<file path="config.mk">
export PLATFORM = sky130hd
export DESIGN_NAME = video_timing_gen
export DESIGN_NICKNAME = d
export VERILOG_FILES = /design/src/rtl/video_timing_gen.sv
export SDC_FILE = /design/constraint.sdc
export NUM_CORES = 1
export LEC_CHECK = 0
export ABC_AREA = 1
export CORE_ASPECT_RATIO = 0.6
export CORE_MARGIN = 10
export CORE_UTILIZATION = 54
export DETAILED_ROUTE_END_ITERATION = 7
export GPL_ROUTABILITY_DRIVEN = 0
export GPL_TIMING_DRIVEN = 0
export PLACE_DENSITY = 0.86
export SLEW_MARGIN = 20
export SYNTH_ARGS = -nofsm -noshare
export SYNTH_HDL_FRONTEND = slang
export SYNTH_SLANG_ARGS = --single-unit
</file>
<file path="constraint.sdc">
create_clock -name clock -period 4.1 [get_ports clock]
set_clock_uncertainty 0.15 [all_clocks]
set_input_delay 0.82 -clock clock [delete_from_list [all_inputs] [get_ports clock]]
set_output_delay 0.82 -clock clock [all_outputs]
set_load 0.02 [all_outputs]
</file>
<file path="src/rtl/video_timing_gen.sv">
// video_timing_gen: raster timing generator with horizontal/vertical counters,
// active/porch/sync decoding, programmable sync polarity, enable-qualified
// stepping, line/frame strobes and an optional completed-frame counter.
// Optional feature macro: VIDEO_TIMING_FRAME_CNT_EN (frame counter present when defined).
module video_timing_gen #(
    parameter int H_ACTIVE = 640,
    parameter int H_FP     = 16,
    parameter int H_SYNC   = 96,
    parameter int H_BP     = 48,
    parameter int V_ACTIVE = 480,
    parameter int V_FP     = 10,
    parameter int V_SYNC   = 2,
    parameter int V_BP     = 33,
    parameter bit HS_POL   = 1'b0,
    parameter bit VS_POL   = 1'b0,
    parameter int CW       = 11
) (
    input  logic          clock,
    input  logic          reset,
    input  logic          enable,
    output logic [CW-1:0] x,
    output logic [CW-1:0] y,
    output logic          active,
    output logic          hsync,
    output logic          vsync,
    output logic          line_start,
    output logic          frame_start,
    output logic [7:0]    frame_count
);

    localparam int H_TOTAL = H_ACTIVE + H_FP + H_SYNC + H_BP;
    localparam int V_TOTAL = V_ACTIVE + V_FP + V_SYNC + V_BP;

    // Terminal counts fit in CW bits because each total is at most 2^CW.
    localparam logic [CW-1:0] H_LAST = CW'(H_TOTAL - 1);
    localparam logic [CW-1:0] V_LAST = CW'(V_TOTAL - 1);

    // Window bounds carry one extra bit so an interval ending exactly at
    // 2^CW does not wrap to zero.
    localparam logic [CW:0] H_ACT_END = (CW+1)'(H_ACTIVE);
    localparam logic [CW:0] HS_BEG    = (CW+1)'(H_ACTIVE + H_FP);
    localparam logic [CW:0] HS_END    = (CW+1)'(H_ACTIVE + H_FP + H_SYNC);
    localparam logic [CW:0] V_ACT_END = (CW+1)'(V_ACTIVE);
    localparam logic [CW:0] VS_BEG    = (CW+1)'(V_ACTIVE + V_FP);
    localparam logic [CW:0] VS_END    = (CW+1)'(V_ACTIVE + V_FP + V_SYNC);

    logic [CW-1:0] h_q, h_d;
    logic [CW-1:0] v_q, v_d;
    logic [CW:0]   h_ext, v_ext;
    logic          h_wrap;
    logic          hs_win, vs_win;

    assign h_wrap = (h_q == H_LAST);
    assign h_ext  = {1'b0, h_q};
    assign v_ext  = {1'b0, v_q};

    // Next-state for the raster counters: h steps each enabled cycle, v on h wrap.
    always_comb begin
        h_d = h_q;
        v_d = v_q;
        if (enable) begin
            if (h_wrap) begin
                h_d = '0;
                v_d = (v_q == V_LAST) ? '0 : v_q + 1'b1;
            end else begin
                h_d = h_q + 1'b1;
            end
        end
    end

    // Raster counter registers, cleared asynchronously.
    always_ff @(posedge clock or posedge reset) begin
        if (reset) begin
            h_q <= '0;
            v_q <= '0;
        end else begin
            h_q <= h_d;
            v_q <= v_d;
        end
    end

`ifdef VIDEO_TIMING_FRAME_CNT_EN
    logic [7:0] fc_q, fc_d;

    // Completed-frame count advances on the enabled edge that leaves the last pixel.
    always_comb begin
        fc_d = fc_q;
        if (enable && h_wrap && (v_q == V_LAST)) begin
            fc_d = fc_q + 8'd1;
        end
    end

    // Frame counter register, wraps modulo 256.
    always_ff @(posedge clock or posedge reset) begin
        if (reset) begin
            fc_q <= 8'd0;
        end else begin
            fc_q <= fc_d;
        end
    end

    assign frame_count = fc_q;
`else
    assign frame_count = 8'd0;
`endif

    assign hs_win = (h_ext >= HS_BEG) && (h_ext < HS_END);
    assign vs_win = (v_ext >= VS_BEG) && (v_ext < VS_END);

    assign x           = h_q;
    assign y           = v_q;
    assign active      = (h_ext < H_ACT_END) && (v_ext < V_ACT_END);
    assign hsync       = hs_win ? HS_POL : ~HS_POL;
    assign vsync       = vs_win ? VS_POL : ~VS_POL;
    assign line_start  = enable && (h_q == '0);
    assign frame_start = enable && (h_q == '0) && (v_q == '0);

endmodule

</file>
==> metrics.cfg, run 1 <==
[run_status]
status = finished clean

[finish]
syn_to_final_growth_pct = 24.9
final_area_um2 = 2010
mostFrequentLayoutCell = nand2_1
drive_above_1_share_pct = 14.1
seqCellArea_um2 = 551
fin_nets = 266
n_antenna_cell = 0
layout_common_cells = nand2_1, inv_1, nand3_1
multiInputGateArea_um2 = 847
n_fill_cell = 254

[cts]
clock_latency_ns = 0.26
cts_max_level = 1
clk_path_buf_depth = 2
postCtsSetupBuffers = 0
cts_tree = built
clock_sinks = 22
path_clk_slew_ns = 0.08
root_buffer = clkbuf_8
cts_buffers = 3
ctsResizeCount = 0
hold_buffers = 0

[synthesis]
synth_cells = 218
synth_area_um2 = 1610
ys_seq_area_share_pct = 34.2
synth.top_cell.area_share_pct = 34.2
ys_seq_elements = 22
synth.largest_area_cell = dfrtp_1
synth_cell_types = 30
avgSynthCellArea_um2 = 7.38
synthTopCellsByArea = dfrtp_1, nand2_1, nand3_1, inv_1, buf_4
yosysWarnings = 0

[power]
p_leak_uw = 0.00104
p_total_uw = 790
p_per_area_nw_per_um2 = 394
ir_worst_vdd_mv = 0.322

[critical_path]
endpoint = frame_start
cp-end-kind = output port
critical_path_class = in2out
critPathLaunchType = input pin
crit_family = buffers and inverters
rr_endpoint = y[10]$_DFFE_PP0P_
rrSetupSlack_ns = 2.49
cpPeakStageDelay_ns = 0.60
worstPathCellList = clkbuf_8, inv_2, nor3_1, nand3_1, nor2_1, clkdlybuf4s50_1
startpoint = enable
r2r_cells = 6
required_ns = 3.13
rr_startpoint = y[1]$_DFFE_PP0P_
cp_slowest_cell = clkdlybuf4s50_1
worstPathArrival_ns = 2.15
cp.depth = 6
crit_path_max_fanout = 10
cp_num_buf_inv = 3

[global_route]
track_usage_pct = 13.5
grt_max_degree = 23
antenna_found_initial = 0
globalRouteOverflowTotal = 0
grt_pass1_vias = 1348
grt_first_pass_wirelength_mm = 6.51

[sta]
hold_violations = 0
rsz0062_at_grt = false
finalSetupViolCount = 0
holdWs_ns = 0.449
slew_headroom_pct = 43.4
slew_viol_final = 0
min_period_ns = 3.12
fmax_ghz = 0.321
finalSetupTns_ns = 0
worst_pin_slew_ns = 0.847
post-route-period-util_pct = 76.1

[hold_path]
hp-class = reg2reg

[floorplan]
core_um2 = 2850
num_rows = 15
die_width_um = 90.4
ios = 38
die_h_um = 62.3
initial_utilization_pct = 56.4
dieArea_um2 = 5630

[drt]
vias_per_cell = 5.01
vias = 1494
drc = 0
finalWirelength_mm = 3.76
first_pass_iters = 5
wire_per_inst_um = 12.6
drt_iter0_drc = 128
detail-route-antenna-nets = 0

[place]
dp_hpwl_mm = 2.99
portBuffers = 28
place_area_um2 = 1970

[run]
drv_cap = 0

[power breakdown]
group          internal [uW]  leakage, uW  switching (uW)
Sequential               259     0.000275            58.3
Clock                   65.6    0.0000216            68.3
Combinational            137     0.000746             203
[cells in the mapped netlist (all sizes together)]
cell	instances
xnor2	1
buf	14
nand2	56
o2111ai	1
nand4	5
o21ai	9
nor2	22
a21oi	1
ha	5
o211ai	1
conb	1
nor3	7
nand3	31
nor3b	1
clkbuf	1
xor2	6
nor4	1
dfrtp	22
inv	33
[worst register-to-register path: stages, from the launching register on]
cell and delay, ns:
dfrtp_1 0.48, ha_1 0.23, nand3_1 0.15, nor2_2 0.23
nand4_1 0.11, nand3_1 0.11, nand2_1 0.05
[state kept, by name (all words and copies together), names as in the netlist]
name  count
x        11
y        11
[routing by layer]
metal / GRT usage, % / share of wire (%)
met5: 0 / 0
met4: 1.19 / 0.29
met3: 6.12 / 9.5
met2: 19.8 / 42
met1: 18.3 / 48
[how the worst min path moves through the flow]
stage | startpoint | endpoint | slack, ns | depth (start not counted)
final | x[1]$_DFFE_PP0P_ | x[1]$_DFFE_PP0P_ | 0.45 | 2
after global routing | y[10]$_DFFE_PP0P_ | y[10]$_DFFE_PP0P_ | 0.48 | 2
after CTS | y[8]$_DFFE_PP0P_ | y[8]$_DFFE_PP0P_ | 0.44 | 2
after detailed placement | y[10]$_DFFE_PP0P_ | y[10]$_DFFE_PP0P_ | 0.41 | 2
after global placement | y[10]$_DFFE_PP0P_ | y[10]$_DFFE_PP0P_ | 0.41 | 2
after floorplan | y[10]$_DFFE_PP0P_ | y[10]$_DFFE_PP0P_ | 0.49 | 2
[per-stage QoR]
step / cells / setup slack (ns) / util, %
final: 298 / 0.980 / 70.4
after global routing: 298 / 0.908 / 70.4
after CTS: 298 / 0.975 / 70.4
after detailed placement: 295 / 0.978 / 68.9
after global placement: 295 / 0.989 / 68.9
after floorplan: 225 / 1.50 / -
[cells by family after synthesis]
kind of cell / synth area share, %
simple gates: 39.0
buf+inv: 14.7
flops: 34.2
other cells: 0.233
xor+xnor: 3.81
fa+ha+maj: 3.89
compound gates: 4.12
[cell type report]
cell class	instances	area share (%)
inverter	33	6.17
clock buffer	3	2.06
tap	42	2.62
sequential	22	27.4
timing repair buffer	28	14.0
multi-input combinational	155	42.2
buffer	15	5.61
Power figures use the tool's default switching activity.
==> run 2: changes to the inputs <==
- CORE_UTILIZATION: 54 -> 45
- PLACE_DENSITY: 0.86 -> 0.76
- clock period: 4.1 -> 2.6 ns (I/O delays scaled with it)
==> metrics.cfg, run 2 (synthesis gave the netlist of run 1 again) <==
[global_route]
grt_max_degree = 23
antenna_found_initial = 0
grt_first_pass_wirelength_mm = 6.29
track_usage_pct = 11.5
grt_pass1_vias = 1282
globalRouteOverflowTotal = 0

[drt]
finalWirelength_mm = 3.72
first_pass_iters = 4
drc = 0
drt_iter0_drc = 107
vias_per_cell = 4.84
detail-route-antenna-nets = 0
vias = 1458
wire_per_inst_um = 12.3

[sta]
post-route-period-util_pct = 92.6
finalSetupTns_ns = 0
holdWs_ns = 0.375
rsz0062_at_grt = false
min_period_ns = 2.41
slew_viol_final = 0
fmax_ghz = 0.415
worst_pin_slew_ns = 0.846
slew_headroom_pct = 43.5
hold_violations = 0
finalSetupViolCount = 0

[floorplan]
dieArea_um2 = 6440
die_width_um = 97.2
num_rows = 16
ios = 38
core_um2 = 3340
initial_utilization_pct = 48.1
die_h_um = 66.3

[critical_path]
critPathLaunchType = register
worstPathCellList = inv_1, nand2_1, nor3_1, o211ai_1, clkdlybuf4s50_1
critical_path_class = reg2out
cp_slowest_cell = clkdlybuf4s50_1
cpPeakStageDelay_ns = 0.55
crit_path_max_fanout = 6
worstPathArrival_ns = 1.74
crit_family = buffers and inverters
required_ns = 1.93
cp_num_buf_inv = 2
cp-end-kind = output port

[finish]
fin_nets = 266
syn_to_final_growth_pct = 25.1
n_fill_cell = 305
mostFrequentLayoutCell = nand2_1
n_antenna_cell = 0
seqCellArea_um2 = 551
multiInputGateArea_um2 = 852
drive_above_1_share_pct = 14.5
layout_common_cells = nand2_1, inv_1, nand3_1

[hold_path]
hp-class = in2reg

[power]
ir_worst_vdd_mv = 0.411
p_leak_uw = 0.00105
p_per_area_nw_per_um2 = 619

[run_status]
status = finished clean

[cts]
cts_tree = built
root_buffer = clkbuf_8
clock_sinks = 22
path_clk_slew_ns = 0.08
clk_path_buf_depth = 2
cts_max_level = 1
postCtsSetupBuffers = 0
hold_buffers = 0
clock_latency_ns = 0.26
cts_buffers = 3
ctsResizeCount = 3

[place]
dp_hpwl_mm = 3.01
portBuffers = 28

[run]
drv_cap = 0

-- run 2: path summary, 6_finish.rpt --
check / from / to / slack (ns) / cells past startpoint
max reg2reg: y[1]$_DFFE_PP0P_ / y[10]$_DFFE_PP0P_ / 0.96 / 6
max in group asynchronous: reset / y[0]$_DFFE_PP0P_ / 1.20 / 2
min: enable / x[0]$_DFFE_PP0P_ / 0.38 / 2
min reg2reg: y[8]$_DFFE_PP0P_ / y[8]$_DFFE_PP0P_ / 0.44 / 2
min in group asynchronous: reset / y[7]$_DFFE_PP0P_ / 0.58 / 2
max: x[10]$_DFFE_PP0P_ / hsync / 0.19 / 5
-- run 2: area by class of cell --
cell class,count,area share [%]
Multi-Input combinational cell,155,42.4
Sequential cell,22,27.4
Clock buffer,3,2.05
Inverter,33,6.16
Tap cell,45,2.80
Timing Repair Buffer,28,13.7
Buffer,15,5.60
-- run 2: power by group --
part           switching, uW  internal (uW)
registers               91.8            408
logic                    321            213
clock network            107            103
-- run 2: stage by stage --
stage	worst slack, ns	total power (uW)	std cells	instance area [um2]	util, %
2_1_floorplan	0.462	834	225	1630	-
3_3_place_gp	0.0553	1040	298	1970	58.9
3_5_place_dp	0.0642	1050	298	1970	58.9
4_1_cts	0.0203	1250	301	2010	60.1
5_1_grt	0.0434	1330	301	2010	60.2
6_report	0.192	1240	301	2010	60.2
-- run 2: metal layers --
metal,wire [um],up-vias,track usage (%)
li1,-,750,-
met2,1560,34,17.1
met4,0,0,0.549
met1,1830,674,15.8
met5,0,-,0
met3,328,0,4.70
==> run 3: changes to the inputs <==
- CAP_MARGIN: default -> 20
- CORE_ASPECT_RATIO: 0.6 -> 0.8
==> metrics.cfg, run 3 (synthesis gave the netlist of run 1 again) <==
[finish]
layout_common_cells = nand2_1, inv_1, nand3_1
fin_cells = 298
fin_nets = 266
drive_above_1_share_pct = 14.1
mostFrequentLayoutCell = nand2_1
final_util_pct = 58.4
n_antenna_cell = 0
syn_to_final_growth_pct = 25.1
final_area_um2 = 2010

[floorplan]
num_rows = 19
die_width_um = 86.8
die_h_um = 73.5
dieArea_um2 = 6380
core_um2 = 3450
initial_utilization_pct = 46.6
ios = 38

[critical_path]
critPathLaunchType = register
critical_path_class = reg2out
crit_path_max_fanout = 4
required_ns = 1.93
worstPathArrival_ns = 1.76
cp-end-kind = output port

[drt]
detail-route-antenna-nets = 0
drt_iter0_drc = 115
finalWirelength_mm = 3.57
wire_per_inst_um = 12.0
drc = 0
vias = 1412
vias_per_cell = 4.74
first_pass_iters = 4

[cts]
cts_tree = built
clock_latency_ns = 0.26
root_buffer = clkbuf_8
cts_max_level = 1
cts_buffers = 3
clk_path_buf_depth = 2
postCtsSetupBuffers = 0
clock_sinks = 22
path_clk_slew_ns = 0.08

[power]
ir_worst_vdd_mv = 0.470
p_total_uw = 1240
p_leak_uw = 0.00106
p_per_area_nw_per_um2 = 618

[sta]
slew_headroom_pct = 44.6
finalSetupTns_ns = 0
rsz0062_at_grt = false
post-route-period-util_pct = 93.4
hold_violations = 0
worst_pin_slew_ns = 0.830
fmax_ghz = 0.412
finalSetupViolCount = 0
min_period_ns = 2.43
slew_viol_final = 0

[run_status]
status = finished clean

[hold_path]
hp-class = in2reg

[global_route]
grt_pass1_vias = 1348
track_usage_pct = 12.0
grt_max_degree = 23
antenna_found_initial = 0
grt_first_pass_wirelength_mm = 6.34
globalRouteOverflowTotal = 0

[place]
dp_hpwl_mm = 2.89
dp_cells = 295
place_area_um2 = 1970
portBuffers = 28

[run]
drv_cap = 0

[run 3: changes by cell type in the layout (fill, tap and decap cells not counted)]
cell,delta
dlygate4sd2_1,+1
clkbuf_2,-1
[run 3: worst paths after layout]
check | from | endpoint | slack, ns | cells past startpoint
max | x[0]$_DFFE_PP0P_ | frame_start | 0.17 | 7
min | enable | x[0]$_DFFE_PP0P_ | 0.37 | 2
max reg2reg | y[1]$_DFFE_PP0P_ | y[6]$_DFFE_PP0P_ | 0.97 | 7
min reg2reg | y[10]$_DFFE_PP0P_ | y[10]$_DFFE_PP0P_ | 0.43 | 2
max in group asynchronous | reset | x[6]$_DFFE_PP0P_ | 1.21 | 2
min in group asynchronous | reset | y[1]$_DFFE_PP0P_ | 0.57 | 2
[run 3: report_power, final]
group	internal (uW)	switching [uW]	leakage, uW
clock	103	106	0.0000216
combinational	213	321	0.000761
sequential	408	91.8	0.000275
total	724	519	0.00106
[run 3: timing repair]
item	in CTS	in global routing
resized for setup	3	2
setup endpoints to repair	3	1
hold buffers	0	0
[run 3: worst max-delay path, cell delays in order, from the launching register on]
cell,delay (ns)
dfrtp_1,0.42
inv_1,0.10
ha_1,0.15
nand2_1,0.05
nor3_1,0.18
nand3_1,0.14
nor2_1,0.11
dlygate4sd2_1,0.35
[run 3: per-stage QoR]
| step | setup WS (ns) | hold WS (ns) |
|---|---|---|
| after floorplan | 0.462 | 0.359 |
| after global placement | 0.0864 | 0.400 |
| after detailed placement | 0.0624 | 0.403 |
| after CTS | 0.00372 | 0.366 |
| after global routing | 0.0391 | 0.396 |
| final | 0.171 | 0.370 |
[run 3: cell type report]
| class | count | area (um2) |
|---|---|---|
| fill | 326 | 1440 |
| multi-input combinational | 155 | 852 |
| sequential | 22 | 551 |
| timing repair buffer | 28 | 279 |
| inverter | 33 | 124 |
| buffer | 15 | 113 |
| tap | 42 | 52.6 |
| clock buffer | 3 | 41.3 |
[run 3: routing by layer]
metal  vias to the layer above  global-route usage, %  wire length [um]
li1                        752                      -                 -
met1                       625                   15.9              1800
met2                        31                   17.9              1460
met3                         4                   3.98               243
met4                         0                   3.59                61
met5                         -                      0                 0
